$ cat src/rtl/controller_ram_pkg.sv
// Shared constants for the on-chip RAM arbiter: bus geometry, populated size
// and the value returned for out-of-range reads.
package controller_ram_pkg;

    localparam int ADDR_W    = 14;
    localparam int DATA_W    = 32;
    localparam int BE_W      = DATA_W / 8;
    localparam int NUM_WORDS = 12288;

    localparam logic [DATA_W-1:0] OOB_RDATA = '0;
    localparam logic [ADDR_W-1:0] LAST_ADDR = ADDR_W'(NUM_WORDS - 1);

    function automatic logic addr_in_range(input logic [ADDR_W-1:0] addr);
        return addr <= LAST_ADDR;
    endfunction

endpackage

$ cat src/rtl/controller_onchip_ram_arbiter_if.sv
// Avalon-MM master-side bundle for one requester of the on-chip RAM arbiter.
interface controller_onchip_ram_arbiter_if;
    import controller_ram_pkg::*;

    logic [ADDR_W-1:0] address;
    logic [BE_W-1:0]   byteenable;
    logic              read;
    logic              write;
    logic [DATA_W-1:0] writedata;
    logic              waitrequest;
    logic [DATA_W-1:0] readdata;
    logic              readdatavalid;

    modport master (
        output address, byteenable, read, write, writedata,
        input  waitrequest, readdata, readdatavalid
    );

    modport slave (
        input  address, byteenable, read, write, writedata,
        output waitrequest, readdata, readdatavalid
    );

endinterface

$ cat src/rtl/controller_rr_arb2.sv
// Two-requester round-robin arbiter; on a tie the requester not granted last
// wins. Grant is combinational and one-hot (or zero when idle or disabled).
module controller_rr_arb2 (
    input  logic       clk,
    input  logic       reset_n,
    input  logic       en,
    input  logic [1:0] req,
    output logic [1:0] grant
);

    // rr_last = 1 means requester 1 was granted most recently
    logic rr_last;

    always_comb begin
        grant = 2'b00;
        if (en) begin
            unique case (req)
                2'b01:   grant = 2'b01;
                2'b10:   grant = 2'b10;
                2'b11:   grant = rr_last ? 2'b01 : 2'b10;
                default: grant = 2'b00;
            endcase
        end
    end

    always_ff @(posedge clk or negedge reset_n) begin
        if (!reset_n) begin
            rr_last <= 1'b1;
        end else if (grant[0]) begin
            rr_last <= 1'b0;
        end else if (grant[1]) begin
            rr_last <= 1'b1;
        end
    end

endmodule

$ cat src/rtl/controller_onchip_ram_arbiter.sv
// Shares the single-port on-chip RAM between two Avalon-MM masters with
// round-robin arbitration, 1-cycle read latency and debug status.
module controller_onchip_ram_arbiter
    import controller_ram_pkg::*;
#(
    parameter int CNT_W = 16
) (
    input  logic                  clk,
    input  logic                  reset_n,

    controller_onchip_ram_arbiter_if.slave m0,
    controller_onchip_ram_arbiter_if.slave m1,

    output logic [ADDR_W-1:0]     ram_address,
    output logic [BE_W-1:0]       ram_byteenable,
    output logic                  ram_chipselect,
    output logic                  ram_write,
    output logic [DATA_W-1:0]     ram_writedata,
    output logic                  ram_clken,
    input  logic [DATA_W-1:0]     ram_readdata,

    output logic                  oob_err,
    input  logic                  oob_clr,
    output logic [CNT_W-1:0]      conflict_cnt
);

    function automatic logic [CNT_W-1:0] sat_inc(input logic [CNT_W-1:0] v);
        return (&v) ? v : v + 1'b1;
    endfunction

    logic       ready;
    logic       req0, req1;
    logic [1:0] gnt;
    logic       gnt_any;
    logic       sel1;
    logic       cmd_rd, cmd_wr;
    logic       addr_ok;
    logic       rd_issue;
    logic       oob_set;

    logic              vld_p1;
    logic              src_p1;
    logic              oob_p1;
    logic [DATA_W-1:0] rdata_p1;

    // ---- stage 0: arbitration and RAM command ----
    assign req0 = m0.read | m0.write;
    assign req1 = m1.read | m1.write;

    // Holds off grants for the first cycle after reset release
    always_ff @(posedge clk or negedge reset_n) begin
        if (!reset_n) begin
            ready <= 1'b0;
        end else begin
            ready <= 1'b1;
        end
    end

    controller_rr_arb2 u_rr_arb (
        .clk     (clk),
        .reset_n (reset_n),
        .en      (ready),
        .req     ({req1, req0}),
        .grant   (gnt)
    );

    assign gnt_any        = |gnt;
    assign sel1           = gnt[1];
    assign m0.waitrequest = ~gnt[0];
    assign m1.waitrequest = ~gnt[1];

    assign ram_address    = sel1 ? m1.address    : m0.address;
    assign ram_byteenable = sel1 ? m1.byteenable : m0.byteenable;
    assign ram_writedata  = sel1 ? m1.writedata  : m0.writedata;
    assign cmd_rd         = sel1 ? m1.read       : m0.read;
    assign cmd_wr         = sel1 ? m1.write      : m0.write;

    assign addr_ok        = addr_in_range(ram_address);
    assign ram_chipselect = gnt_any & addr_ok;
    assign ram_write      = ram_chipselect & cmd_wr;
    assign ram_clken      = 1'b1;

    // Read+write together is handled as a write but flagged like a bad access
    assign rd_issue = gnt_any & cmd_rd & ~cmd_wr;
    assign oob_set  = gnt_any & (~addr_ok | (cmd_rd & cmd_wr));

    always_ff @(posedge clk or negedge reset_n) begin
        if (!reset_n) begin
            vld_p1 <= 1'b0;
            src_p1 <= 1'b0;
            oob_p1 <= 1'b0;
        end else begin
            vld_p1 <= rd_issue;
            src_p1 <= sel1;
            oob_p1 <= ~addr_ok;
        end
    end

    always_ff @(posedge clk or negedge reset_n) begin
        if (!reset_n) begin
            oob_err <= 1'b0;
        end else if (oob_set) begin
            oob_err <= 1'b1;
        end else if (oob_clr) begin
            oob_err <= 1'b0;
        end
    end

    always_ff @(posedge clk or negedge reset_n) begin
        if (!reset_n) begin
            conflict_cnt <= '0;
        end else if (req0 & req1) begin
            conflict_cnt <= sat_inc(conflict_cnt);
        end
    end

    // ---- stage 1: read response routed to the issuing master ----
    assign rdata_p1 = oob_p1 ? OOB_RDATA : ram_readdata;

    assign m0.readdatavalid = vld_p1 & ~src_p1;
    assign m1.readdatavalid = vld_p1 &  src_p1;
    assign m0.readdata      = m0.readdatavalid ? rdata_p1 : '0;
    assign m1.readdata      = m1.readdatavalid ? rdata_p1 : '0;

endmodule

$ cat src/flat_wrapper.sv
// flat-port wrapper written by rule: the top's interface ports become plain ports
module controller_onchip_ram_arbiter_flat import controller_ram_pkg::*;
#(
    parameter int CNT_W = 16
)
  (clk, reset_n, ram_address, ram_byteenable, ram_chipselect, ram_write, ram_writedata, ram_clken, ram_readdata, oob_err, oob_clr, conflict_cnt, m0_address, m0_byteenable, m0_read, m0_write, m0_writedata, m0_waitrequest, m0_readdata, m0_readdatavalid, m1_address, m1_byteenable, m1_read, m1_write, m1_writedata, m1_waitrequest, m1_readdata, m1_readdatavalid);
  controller_onchip_ram_arbiter_if m0_i ();
  controller_onchip_ram_arbiter_if m1_i ();
  input  logic clk;
  input  logic reset_n;
  output logic [ADDR_W-1:0] ram_address;
  output logic [BE_W-1:0] ram_byteenable;
  output logic ram_chipselect;
  output logic ram_write;
  output logic [DATA_W-1:0] ram_writedata;
  output logic ram_clken;
  input  logic [DATA_W-1:0] ram_readdata;
  output logic oob_err;
  input  logic oob_clr;
  output logic [CNT_W-1:0] conflict_cnt;
  input wire logic [$bits(m0_i.address)-1:0] m0_address;
  input wire logic [$bits(m0_i.byteenable)-1:0] m0_byteenable;
  input wire logic [$bits(m0_i.read)-1:0] m0_read;
  input wire logic [$bits(m0_i.write)-1:0] m0_write;
  input wire logic [$bits(m0_i.writedata)-1:0] m0_writedata;
  output wire logic [$bits(m0_i.waitrequest)-1:0] m0_waitrequest;
  output wire logic [$bits(m0_i.readdata)-1:0] m0_readdata;
  output wire logic [$bits(m0_i.readdatavalid)-1:0] m0_readdatavalid;
  input wire logic [$bits(m1_i.address)-1:0] m1_address;
  input wire logic [$bits(m1_i.byteenable)-1:0] m1_byteenable;
  input wire logic [$bits(m1_i.read)-1:0] m1_read;
  input wire logic [$bits(m1_i.write)-1:0] m1_write;
  input wire logic [$bits(m1_i.writedata)-1:0] m1_writedata;
  output wire logic [$bits(m1_i.waitrequest)-1:0] m1_waitrequest;
  output wire logic [$bits(m1_i.readdata)-1:0] m1_readdata;
  output wire logic [$bits(m1_i.readdatavalid)-1:0] m1_readdatavalid;
  assign m0_i.address = m0_address;
  assign m0_i.byteenable = m0_byteenable;
  assign m0_i.read = m0_read;
  assign m0_i.write = m0_write;
  assign m0_i.writedata = m0_writedata;
  assign m0_waitrequest = m0_i.waitrequest;
  assign m0_readdata = m0_i.readdata;
  assign m0_readdatavalid = m0_i.readdatavalid;
  assign m1_i.address = m1_address;
  assign m1_i.byteenable = m1_byteenable;
  assign m1_i.read = m1_read;
  assign m1_i.write = m1_write;
  assign m1_i.writedata = m1_writedata;
  assign m1_waitrequest = m1_i.waitrequest;
  assign m1_readdata = m1_i.readdata;
  assign m1_readdatavalid = m1_i.readdatavalid;
  controller_onchip_ram_arbiter #(.CNT_W(CNT_W)) u_core (.clk(clk), .reset_n(reset_n), .m0(m0_i), .m1(m1_i), .ram_address(ram_address), .ram_byteenable(ram_byteenable), .ram_chipselect(ram_chipselect), .ram_write(ram_write), .ram_writedata(ram_writedata), .ram_clken(ram_clken), .ram_readdata(ram_readdata), .oob_err(oob_err), .oob_clr(oob_clr), .conflict_cnt(conflict_cnt));
endmodule
$ cat config.mk
export PLATFORM = sky130hd
export DESIGN_NAME = controller_onchip_ram_arbiter_flat
export DESIGN_NICKNAME = d
export VERILOG_FILES = /design/src/rtl/controller_ram_pkg.sv /design/src/rtl/controller_onchip_ram_arbiter_if.sv /design/src/rtl/controller_rr_arb2.sv /design/src/rtl/controller_onchip_ram_arbiter.sv /design/src/flat_wrapper.sv
export SDC_FILE = /design/constraint.sdc
export NUM_CORES = 1
export LEC_CHECK = 0
export BUFFER_PORTS_ARGS = -buffer_cell sky130_fd_sc_hd__buf_2
export CORE_AREA = 2 2 106 108
export DETAILED_ROUTE_END_ITERATION = 10
export DIE_AREA = 0 0 108 110
export PLACE_DENSITY = 0.59
export SYNTH_ARGS = -nofsm -noshare
export SYNTH_HDL_FRONTEND = slang
export SYNTH_SLANG_ARGS = --single-unit
$ cat constraint.sdc
create_clock -name clk -period 2.65 [get_ports clk]
set_input_delay 0.3975 -clock clk [delete_from_list [all_inputs] [get_ports clk]]
set_output_delay 0.3975 -clock clk [all_outputs]
set_load 0.01 [all_outputs]
## Yosys cells after proc, flatten, opt, wreduce, memory -nomap -nowiden

Index checks and enable logic that the tools add are counted.

- Word-level logic and storage cells: 50
- Memories kept: 0
- Output and inout port bits: 138
- Bits in read-only memories: 0
- Register bits after elaboration: 22
- Latch bits: 0
- RAM bits: 0

- Reductions and logical operators: 5
- Bitwise operators: 18
- Multipliers: 0
- Div/mod/pow operators: 0
- Multiplexer cells: 15
- Shifts and indexed selects: 0
- Magnitude comparators: 1
- Equality and inequality tests: 3
- Add/subtract/negate cells: 1

Operators with widths:

| operator | number |
|---|---|
| 32-bit 2-to-1 mux | 4 |
| 16-bit by 1-bit adder with 16-bit output (second input constant) | 1 |
| 16-bit AND reduction | 1 |
| 14-bit less-or-equal comparator (second input constant) | 1 |
| 14-bit 2-to-1 mux | 1 |
| 1-bit AND | 9 |
| 1-bit 2-to-1 mux | 6 |
| 1-bit inverter | 6 |
| 2-bit case mux with 3 select lines | 1 |
| 2-bit == test (second input constant) | 2 |
| 2-bit 2-to-1 mux | 2 |
| 4-bit 2-to-1 mux | 1 |
| 2-bit nonzero test | 2 |
| 1-bit OR | 3 |
| 2-bit by 1-bit == test with 1-bit output (second input constant) | 1 |
| 2-bit AND reduction | 1 |
| 2-bit OR reduction | 1 |

## Depth between registers and ports, before layout

- Word-level depth: 10
- Gate-level depth with buffers: 9

## Hierarchy

From an unflattened synthesis, not the netlist that was laid out.

- Cell total of the unflattened synthesis: 267
- Area total of the unflattened synthesis: 2192.1 um^2

Modules (own cells, without submodules):

| module | area each (um^2) | cells each | sequential area each (um^2) | times used |
|---|---|---|---|---|
| controller_onchip_ram_arbiter | 2129.5 | 259 | 525.5 | 1 |
| controller_rr_arb2 | 62.6 | 8 | 26.3 | 1 |

## Worst setup path after synthesis

OpenSTA, ideal clock, no wires.

- Path kind: input to output
- Start: input m0_write
- End: output ram_write
- Slack: 665 ps
- Cell stages on the path: 6
- Required time: 2253 ps
- Arrival: 1588 ps
- Cells stage by stage: clkbuf_2 -> o21ai_0 -> nand2b_1 -> buf_2 -> mux2i_1 -> nor4_1

- Word-level cells in the longest chain between the ends: 8

Ends and longest elaborated chain:

| what | line | RTL |
|---|---|---|
| start, declared | flat_wrapper.sv:24 | `input wire logic [$bits(m0_i.write)-1:0] m0_write;` |
| 1-bit OR | controller_onchip_ram_arbiter.sv:47 | `assign req0 = m0.read \| m0.write;` |
| 2-bit == test or 2-bit by 1-bit == test with 1-bit output (tied branches) | controller_rr_arb2.sv:17 | `unique case (req)` |
| 2-bit case mux with 3 select lines | controller_rr_arb2.sv:17 |  |
| 2-bit 2-to-1 mux | controller_rr_arb2.sv:16 | `if (en) begin` |
| 14-bit 2-to-1 mux | controller_onchip_ram_arbiter.sv:72 | `assign ram_address = sel1 ? m1.address : m0.address;` |
| 14-bit less-or-equal comparator | controller_ram_pkg.sv:14 | `return addr <= LAST_ADDR;` |
| 1-bit AND | controller_onchip_ram_arbiter.sv:79 | `assign ram_chipselect = gnt_any & addr_ok;` |
| 1-bit AND * | controller_onchip_ram_arbiter.sv:80 | `assign ram_write = ram_chipselect & cmd_wr;` |
| end, declared | flat_wrapper.sv:14 | `output logic ram_write;` |

Mark *: on every way between the ends. The rest lies on a longest branch, timed or not.

## Worst setup path after layout

- Start: register u_core.u_rr_arb.rr_last
- End: output ram_address[12]

- Word-level cells in the longest chain between the ends: 4

Ends and longest elaborated chain:

| what | line | RTL |
|---|---|---|
| start, declared | controller_rr_arb2.sv:12 | `logic rr_last;` |
| start signal, assigned | controller_rr_arb2.sv:28 | `rr_last <= 1'b1;` |
| start signal, assigned | controller_rr_arb2.sv:30 | `rr_last <= 1'b0;` |
| start signal, assigned | controller_rr_arb2.sv:32 | `rr_last <= 1'b1;` |
| 2-bit 2-to-1 mux | controller_rr_arb2.sv:20 | `2'b11: grant = rr_last ? 2'b01 : 2'b10;` |
| 2-bit case mux with 3 select lines | controller_rr_arb2.sv:17 |  |
| 2-bit 2-to-1 mux | controller_rr_arb2.sv:16 |  |
| 14-bit 2-to-1 mux | controller_onchip_ram_arbiter.sv:72 |  |
| end, declared | flat_wrapper.sv:11 | `output logic [ADDR_W-1:0] ram_address;` |

No other way between the ends.

==> run metrics <==
outcome=finished, final reports clean; Synth area leaders=nand2_1 (28%), dfrtp_1 (24%), nor2_1 (13%), nand2b_1 (10%), xnor2_1 (4.0%); slowest stage cell, crit path=dfstp_2; Psw=578.8 uW; compound-gate portion of the synthesized area=4.018%; number of synthesized register bits=22; Yosys top cell by area=nand2_1; total CTS buffers=3; Max Clock Freq=441.7 MHz; LEAKAGE=2.382 nW; max-slew violations=0; total of warnings raised by yosys=0; number of enable flip-flop cells after synthesis=0; largest family of logic cells by synthesized area=simple AND/OR/NAND/NOR gates; layout cells sized above 1=46.04%; power share of the combinational group=51.5%; final hold violations=0; gr ovfl total=0; RSZ-0062 raised after global routing=false; Sequential Power Share=33.8%; worst vdd ir=0.0003542 V; DR pass1 iterations=4; drt drc=0; portion of netlist area occupied by mux cells=2.698%; Unique masters post-synth=35; Resize count post-CTS=0; Chip Height=110 um; WL final=8.806 mm; Top Ports=277; endpoints failing setup=0; initial antenna violation count=0; fraction of the mapped netlist area in simple logic gates=56.37%; CP endpoint kind=output pin; Synth Instances=371; post-CTS setup buffers=0; gr usage total=12.52%; ANT nets after route=0; 1st-iter DRT viols=194; PwrDens=385.6 nW/um^2; Fillers=1228; number of global-route vias before repair=2589; cells along the critical path=o21ai_0, nand2b_2, buf_4, mux2_2, buf_2; vias=3145; relative slew slack=51.15%; top cell type's share of synthesized area=27.55%; core outline area=10700 sq um; Placer Congestion=0.7440; first-pass GRT wire length=12.23 mm; Switching Share=40.30%; Synth Cell Area=2180 sq um; Max Clock Skew=3.711 ps; ys flop type=dfrtp_1; Via density=4.074; Async S/R FF share, synth=100.0%; Chip Width=108 um; minimum clock period=2264 ps; synth cell count leaders=nand2_1 (160), nor2_1 (75), nand2b_1 (35); internal power=857.3 uW; CTS Sinks=22; clock group share of total power=14.7%; Worst Max-Slew Pin Slew=732.8 ps; CP peak stage delay=570 ps; Site Rows=38; area of the die=11880 sq um; register area share after synthesis=25.32%; CP Launch Type=register; Setup CP Type=reg -> out; IO buf count=275; Hold Crit Class=in -> async; xor/xnor share of the synthesized area=5.224%; clk buf depth=2; CP Data Required Time=2250 ps; Initial Utilization=20.37%; routed len/inst=11.41 um; Syn Area/Cell=5.875 sq um; setup_tns=0 ps; worst-path maximum fanout=22; count leader, synth=nand2_1; CTS tree=done; DP Wirelength=7.309 mm; clock latency on the worst-skew pair=260 ps; Post-Synth Adder-Cell Area=0.5741%; Root Buffer=clkbuf_8; Final Cycle Share=85.44%; Final Power=1.436 mW; CP arrival=1870 ps; n_diodes=0; H-tree levels=1; Worst-path clk slew=80 ps; Hold Buf Count CTS=0; Max Cap Violations=0; P&R area growth vs syn=70.90%; nets=773; largest net degree at the start of global routing=50
==> critical path: cells and delay by family, from the launching register on <==
kind,cells,cell delay [ps]
compound gates,1,130
buf+inv,2,400
flops,1,570
mux,1,360
simple gates,1,150
==> metal layers <==
layer  GRT usage, %  vias up  share of wire [%]
met4          2.656        0                1.1
met2          22.10      156                 49
met3          3.704        8                 11
li1               -     1669                  -
met5              0        -                  0
met1          15.12     1312                 38
==> metrics by stage <==
step	utilization [%]	setup WS, ps	hold slack (ps)	instances	instance area [sq um]
finish	34.82	386.0	87.88	772	3725
global route	34.82	268.1	119.7	772	3725
CTS	34.82	367.6	102.8	772	3725
detailed placement	34.40	537.5	394.7	768	3680
global placement	34.40	560.1	391.4	768	3680
floorplan	-	664.9	101.9	372	2183
==> worst paths after layout <==
path | start | cells past startpoint | to | slack (ps)
worst min register to register | u_core.u_rr_arb.rr_last | 2 | u_core.u_rr_arb.rr_last | 500
max in group asynchronous | reset_n | 1 | u_core.u_rr_arb.rr_last | 2210
worst min-delay path | reset_n | 1 | u_core.conflict_cnt[15] | 90
worst max register to register | u_core.conflict_cnt[0] | 5 | u_core.conflict_cnt[1] | 810
min in group clk | oob_clr | 2 | u_core.oob_err | 320
worst max-delay path | u_core.u_rr_arb.rr_last | 5 | ram_address[12] | 390
==> power groups by stage <==
stage / Sequential [mW] / Clock (mW) / Combinational (mW)
finish: 0.485 / 0.212 / 0.740
floorplan: 0.497 / 0 / 0.395
global placement: 0.492 / 0 / 0.749
CTS: 0.486 / 0.227 / 0.752
global route: 0.497 / 0.241 / 0.832
detailed placement: 0.493 / 0 / 0.749
==> cell families (layout without fill, tap and decap cells) <==
logic type | after synthesis | count (layout)
AO/OA/AOI/OAI | 14 | 14
XOR/XNOR | 13 | 13
adder cells (fa/ha/maj) | 1 | 1
buffers and inverters | 28 | 288
flip-flops | 22 | 22
multiplexers | 5 | 5
other | 1 | 2
AND/OR/NAND/NOR | 287 | 287
==> placed cells by master (no fill, tap or decap), types with 4 or more instances in the layout <==
master and n:
nand2b_1 34, dfrtp_1 21, buf_4 4, nand3_1 5, nor2_1 75, buf_2 275, o21ai_0 4, nand2_1 160
xnor2_1 10, inv_1 4
==> flip-flops by register name, summed over array words and instances, names as in the netlist <==
signal and count:
u_core.conflict_cnt 16, u_core.oob_err 1, u_core.oob_p1 1, u_core.ready 1
u_core.src_p1 1, u_core.u_rr_arb.rr_last 1, u_core.vld_p1 1
==> cell type report <==
class	count	area, sq um	share of cell area [%]
Timing Repair Buffer	280	1426	38.29
Tap cell	140	175.2	4.703
Multi-Input combinational cell	322	1511	40.58
Inverter	4	15.01	0.4031
Clock buffer	4	45.04	1.209
Sequential cell	22	551.8	14.81
(Power assumes the default switching activity.)
